`src/rtl/mul_accumulator.sv`:
```
// Multiply-accumulate back end: sums a stream of signed 32-bit products in a
// wide accumulator and presents a saturated 32-bit result per sum.
module mul_accumulator #(
    parameter int unsigned ACC_WIDTH = 40,
    parameter int unsigned MAX_TERMS = 256,
    parameter int unsigned CNT_WIDTH = 9
) (
    input  logic                 clk,
    input  logic                 rst,
    input  logic                 clear,
    input  logic                 in_valid,
    output logic                 in_ready,
    input  logic [31:0]          in_product,
    input  logic                 in_last,
    output logic                 out_valid,
    input  logic                 out_ready,
    output logic [31:0]          out_result,
    output logic                 out_sat,
    output logic [CNT_WIDTH-1:0] out_count
);

    typedef enum logic {
        ST_ACC,
        ST_HOLD
    } state_t;

    state_t                 state;
    logic [ACC_WIDTH-1:0]   acc;
    logic [ACC_WIDTH-1:0]   acc_n;
    logic [CNT_WIDTH-1:0]   cnt;
    logic [CNT_WIDTH-1:0]   cnt_n;
    logic                   accept;
    logic                   end_sum;
    logic                   sat_pos;
    logic                   sat_neg;
    logic [31:0]            sat_val;

    always_comb begin
        in_ready = (state == ST_ACC) && !clear;
        accept   = in_valid && in_ready;
        acc_n    = acc + {{(ACC_WIDTH-32){in_product[31]}}, in_product};
        cnt_n    = cnt + 1'b1;
        end_sum  = in_last || (cnt_n == CNT_WIDTH'(MAX_TERMS));
        // Out of 32-bit range exactly when bits above 30 are not a pure sign copy
        sat_pos  = !acc_n[ACC_WIDTH-1] && (acc_n[ACC_WIDTH-2:31] != '0);
        sat_neg  =  acc_n[ACC_WIDTH-1] && (acc_n[ACC_WIDTH-2:31] != '1);
        if (sat_pos) begin
            sat_val = 32'h7FFF_FFFF;
        end else if (sat_neg) begin
            sat_val = 32'h8000_0000;
        end else begin
            sat_val = acc_n[31:0];
        end
    end

    always_ff @(posedge clk) begin
        if (rst) begin
            state      <= ST_ACC;
            acc        <= '0;
            cnt        <= '0;
            out_valid  <= 1'b0;
            out_result <= '0;
            out_sat    <= 1'b0;
            out_count  <= '0;
        end else begin
            case (state)
                ST_ACC: begin
                    if (clear) begin
                        acc <= '0;
                        cnt <= '0;
                    end else if (accept) begin
                        if (end_sum) begin
                            out_result <= sat_val;
                            out_sat    <= sat_pos || sat_neg;
                            out_count  <= cnt_n;
                            out_valid  <= 1'b1;
                            state      <= ST_HOLD;
                        end else begin
                            acc <= acc_n;
                            cnt <= cnt_n;
                        end
                    end
                end
                ST_HOLD: begin
                    if (out_ready) begin
                        acc       <= '0;
                        cnt       <= '0;
                        out_valid <= 1'b0;
                        state     <= ST_ACC;
                    end
                end
                default: state <= ST_ACC;
            endcase
        end
    end

endmodule

```
`config.mk`:
```
export PLATFORM = sky130hd
export DESIGN_NAME = mul_accumulator
export DESIGN_NICKNAME = d
export VERILOG_FILES = /design/src/rtl/mul_accumulator.sv
export SDC_FILE = /design/constraint.sdc
export NUM_CORES = 1
export LEC_CHECK = 0
export ABC_AREA = 1
export ABC_CLOCK_PERIOD_IN_PS = 2700
export BUFFER_PORTS_ARGS = -buffer_cell sky130_fd_sc_hd__buf_2
export CAP_MARGIN = 25
export CORE_MARGIN = 2
export CORE_UTILIZATION = 59
export DETAILED_ROUTE_END_ITERATION = 7
export PLACE_DENSITY_LB_ADDON = 0.08
export SYNTH_ARGS = -nofsm -noshare
export SYNTH_HDL_FRONTEND = slang
export SYNTH_SLANG_ARGS = --single-unit
```
`constraint.sdc`:
```
create_clock -name clk -period 2.7 [get_ports clk]
set_input_delay 0.135 -clock clk [delete_from_list [all_inputs] [get_ports clk]]
set_output_delay 0.135 -clock clk [all_outputs]
set_load 0.02 [all_outputs]
```
## Word-level counts from Yosys, hierarchy flattened

Index checks and enable logic that the tools add are counted.

| word-level totals | value |
|---|---|
| bits in registers | 93 |
| bits of input ports | 38 |
| word-level logic and storage cells | 53 |

| cells by class | value |
|---|---|
| $add $sub $neg | 2 |
| equal/unequal tests | 8 |
| mux-type cells | 22 |
| bitwise logic cells | 2 |
| reductions and logical operators | 12 |

Operators with widths:

| kind | count |
|---|---|
| $mux W40 | 4 |
| $pmux W40 S2 | 1 |
| $mux W32 | 2 |
| $add A40 B40 Y40 | 1 |
| $mux W9 | 4 |
| $pmux W9 S2 | 1 |
| $add A9 B1 Y9 const B | 1 |
| $eq A9 B9 Y1 const B | 1 |
| $mux W1 | 8 |
| $ne A2 B2 Y1 const B | 4 |
| $ne A8 B8 Y1 const B | 1 |
| $reduce_and A4 Y1 | 2 |
| $reduce_bool A8 Y1 | 1 |
| $ne A3 B3 Y1 const B | 2 |
| $logic_and A1 B1 Y1 | 4 |
| $pmux W1 S2 | 2 |
| $reduce_and A3 Y1 | 1 |
| $logic_not A1 Y1 | 2 |
| $logic_or A1 B1 Y1 | 2 |
| $not A1 Y1 | 2 |

## Longest topological paths before layout

| depth | value |
|---|---|
| depth in word-level cells | 7 |
| mapped depth | 21 |

## Least setup slack after synthesis

Ideal clock, no wire load.

| timing | value |
|---|---|
| path kind | flip-flop to flip-flop |
| start point | register acc[0] |
| end point | register out_result[10] |
| library setup time | 122 ps |
| arrival | 2261 ps |
| setup slack | 318 ps |
| stages on the path, launching flop included | 17 |
| path through | dfxtp_1 ha_1 fa_1 nand2_1 nand3_1 and2_1 nand3_1 nand3_2 nand2_1 nand3_1 nand2_1 nand2_1 nor2_1 nand2_1 a21oi_4 buf_6 a21oi_2 |

| on the way | value |
|---|---|
| longest elaborated chain between the ends | 5 |

Ends and longest elaborated chain:

| element | RTL line | text |
|---|---|---|
| start, declared | 28 | `logic [ACC_WIDTH-1:0] acc;` |
| start signal, assigned | 79 | `acc <= acc_n;` |
| $add A40 B40 Y40 * | 41 | `acc_n = acc + {{(ACC_WIDTH-32){in_product[31]}}, in_product};` |
| $ne A8 B8 Y1 | 46 | `sat_neg = acc_n[ACC_WIDTH-1] && (acc_n[ACC_WIDTH-2:31] != '1);` |
| $logic_and A1 B1 Y1 | 46 |  |
| $mux W32 | 49 | `end else if (sat_neg) begin` |
| $mux W32 * | 47 | `if (sat_pos) begin` |
| end signal, assigned | 73 | `out_result <= sat_val;` |
| end, declared | 17 | `output logic [31:0] out_result,` |

Mark *: on every way between the ends. The rest lies on a longest branch, timed or not.
A chain may end at the register's enable or synchronous reset.

## Worst setup path after layout

| timing | value |
|---|---|
| start point | register acc[24] |
| end point | register out_result[16] |

Same word-level chain as after synthesis.

==> summary.txt <==
Status
  – Status: finished clean

CTS
  – Clock-pin transition on the worst setup and hold timing paths: 120 ps
  – CTS H-tree depth: 3
  – Clock Latency Late Sink: roughly 400 ps
  – CTS Buffer Depth: 2
  – CTS Sinks: 93
  – CTS buffer count: 9
  – Clock root cell: clkbuf_8
  – CTS tree: done

Logic synthesis
  – Post-synth EDFFs: 0
  – Top post-synthesis cells by count: 374 x nand2_1, 114 x inv_1, 99 x a21oi_1, 93 x dfxtp_1, 64 x nor2_1
  – Mean Syn Cell Area: about 6.4 um2
  – Asr flop ratio synth: 0
  – Synth warn: 0
  – Synth area leaders: dfxtp_1 28%, nand2_1 21%, ha_1 7.8%
  – Syn Nets: approximately 1.1k
  – Sequential-to-total area share from yosys stat: 0.282
  – Cells after synthesis: 1030
  – Most common cell in the synthesized netlist: nand2_1
  – Post-synth top area cell: dfxtp_1
  – Mapped cell area: 0.00660 mm2
  – #FFs+latches synth: between 90 and 100
  – Synth cell types: 43
  – Top cell type's share of synthesized area: 0.282
  – Main synth FF type: dfxtp_1

Min path
  – Hold Startpoint: out_ready
  – WHS Path Cells: 4
  – Worst hold endpoint: state
  – HP Class: in2reg

Die
  – Die ar.: 0.0121 mm2
  – Die X: around 110 um
  – I/O pin cnt: a little over 80
  – Core ar.: between 0.01 and 0.015 mm2
  – Starting Density: 0.606
  – Num rows: 38
  – Die height: 110 um

Power and ir drop
  – Power Density: 393 mW/mm2
  – Clock power frac: 0.304
  – Maximum vdd drop: ~0.42 mV
  – Switch Pwr: between 1 and 1.5 mW
  – Int Power: around 2.1 mW
  – Leakage: a little over 4 nW
  – Overall Power: 3.36 mW
  – Gate power share: 0.262
  – Switching share of total power: 0.365
  – Flop pwr share: 0.434

Critical path
  – R2R Setup Slk: slightly above 70 ps
  – Crit Path Category: reg2reg
  – Critical Path AT: a little under 3000 ps
  – Critical Path Source Type: register
  – Reg2Reg Depth: 15
  – Reg2Reg Launch Point: acc[24]
  – Crit path capture type: register
  – CP Max Fanout: 8
  – Data required time of the critical path: 2990 ps
  – RR Endpoint: out_result[16]

Detailed routing
  – Drc violations: 0
  – Vias/cell: 5.57
  – Total Wirelength: about 20 mm
  – Post-DRT Antenna Nets: 0
  – DRC marker count from the first detailed-route iteration: 553
  – DR pass1 iterations: 5
  – DR WL/cell: 15.9 um
  – DR vias: 7142

Timing
  – Worst Hold Slack: 17.4 ps
  – Fmax: about 380 MHz
  – Slew @ Worst Pin: between 400 and 500 ps
  – Slew Limit Headroom: 0.693
  – Final worst slack: about 72 ps
  – Final period utilization: 0.973
  – Slew Limit Fails: 0
  – Final setup vio count: 0
  – Setup Skew: about 14 ps
  – Min cycle time layout: 2630 ps
  – Hold Vio Cnt, Final: 0

GRT
  – Tot GR Track Use: 0.313
  – Largest net degree at the start of global routing: just over 50
  – Vias in the first global route: 6199
  – First-pass GRT wire length: slightly below 30 mm
  – Initial antenna violation count: 0
  – Gr ovfl total: 0

Place
  – DP HPWL: 13.9 mm
  – IO buf count: 81
  – GPL Wtd Cong: 1.05
  – Post-place setup slack: ~44 ps

Cells and area
  – Share of layout cells above drive strength 1: 0.306
  – Area grow syn2layout: 29.3%
  – Fin util: 0.784
  – ANT cells: 0
  – Final nets: between 1k and 1.5k

Flow run
  – Max-cap violations: 0
[layout by cell type (no fill, tap or decap), types with 2 or more instances in the layout]
cell type,netlist,layout
nand2_1,374,328
inv_1,114,112
a21oi_1,99,85
buf_2,8,81
dfxtp_1,93,76
o21ai_0,50,47
nor2_1,64,46
nand2_2,3,45
buf_4,3,37
a21oi_2,20,33
ha_4,0,33
nand3_1,34,23
xor2_1,22,21
dfxtp_2,0,17
nand3_2,5,16
nor2_2,6,15
xnor2_1,13,13
inv_2,11,12
a31oi_1,10,10
nor2_4,0,9
clkbuf_8,0,9
buf_12,0,8
ha_1,41,7
o21bai_1,5,5
nand2_4,1,5
o21ai_1,2,5
nor3_1,7,4
and3_1,3,3
nand3b_1,3,3
nor3_2,1,3
clkinv_8,0,3
nor4_4,0,2
a21oi_4,1,2
nor3_4,1,2
inv_8,0,2
inv_6,0,2
clkbuf_16,0,2
[sequential cells by signal, summed over array words and instances (netlist names)]
name / cells
acc: 40
cnt: 9
out_count: 9
out_result: 32
out_sat: 1
out_valid: 1
state: 1
[worst max-delay path by stage]
stage | from | to | depth (start not counted)
floorplan | acc[0] | out_result[10] | 16
global placement | in_product[31] | out_result[14] | 16
detailed placement | in_product[31] | out_result[16] | 16
CTS | acc[19] | out_result[18] | 17
global route | acc[0] | out_result[23] | 18
finish | acc[24] | out_result[16] | 15
[metrics by stage]
step                cell area [um2]  setup TNS, ps  std cells
finish                         8540              0       1283
global route                   8540           -989       1283
CTS                            7560              0       1272
detailed placement             7350              0       1256
global placement               7350              0       1256
floorplan                      6600              0       1030
[power by group through the flow]
stage	Combinational [mW]	Sequential, mW	Clock, mW
finish	0.881	1.46	1.02
detailed placement	0.721	1.48	0
global placement	0.716	1.48	0
global route	0.951	1.46	1.09
floorplan	0.451	1.52	0
CTS	0.726	1.45	1.02
[cell type report]
| class | count | area, um2 |
|---|---|---|
| multi-input combinational | 780 | 4900 |
| fill | 789 | 2350 |
| sequential | 93 | 1880 |
| timing repair buffer | 128 | 893 |
| inverter | 126 | 475 |
| tap | 140 | 175 |
| clock buffer | 9 | 124 |
| clock inverter | 7 | 88.8 |
[what timing repair did]
| action | in CTS | in global routing |
|---|---|---|
| hold buffers | 0 | 0 |
| hold endpoints to repair | 0 | 0 |
| resized for setup | 1 | 179 |
| endpoints found under the setup margin | 2 | 51 |
| pin swaps | 0 | 36 |
| buffers inserted | 0 | 9 |
| gates cloned | 0 | 2 |
[cell families (layout without fill, tap and decap cells)]
kind of cell / after synthesis / after routing / synth area share
fa+ha+maj: 42 / 42 / 0.0807
compound gates: 189 / 189 / 0.162
flops: 93 / 93 / 0.282
buf+inv: 157 / 270 / 0.101
simple gates: 512 / 512 / 0.321
xor+xnor: 37 / 37 / 0.0531
[layer usage]
| layer | vias up | share of wire | global-route usage | wire [um] |
|---|---|---|---|---|
| met2 | 294 | 0.46 | 0.490 | 9420 |
| met4 | 0 | 0.024 | 0.101 | 485 |
| met5 | - | 0 | 0 | 0 |
| met1 | 3309 | 0.44 | 0.440 | 9050 |
| li1 | 3494 | - | - | - |
| met3 | 45 | 0.072 | 0.0468 | 1480 |
[worst max-delay path, cell delays in order, from the launching register on]
cell	delay [ps]
dfxtp_1	390
ha_4	240
nand2_1	140
inv_1	100
a21oi_2	220
o21ai_1	140
a21oi_2	240
nand3_1	100
nand2_1	80
nand2_1	100
nor2_1	100
nand2_1	110
a21oi_4	180
buf_12	150
clkbuf_16	170
a21oi_2	50
(Power assumes the default switching activity.)
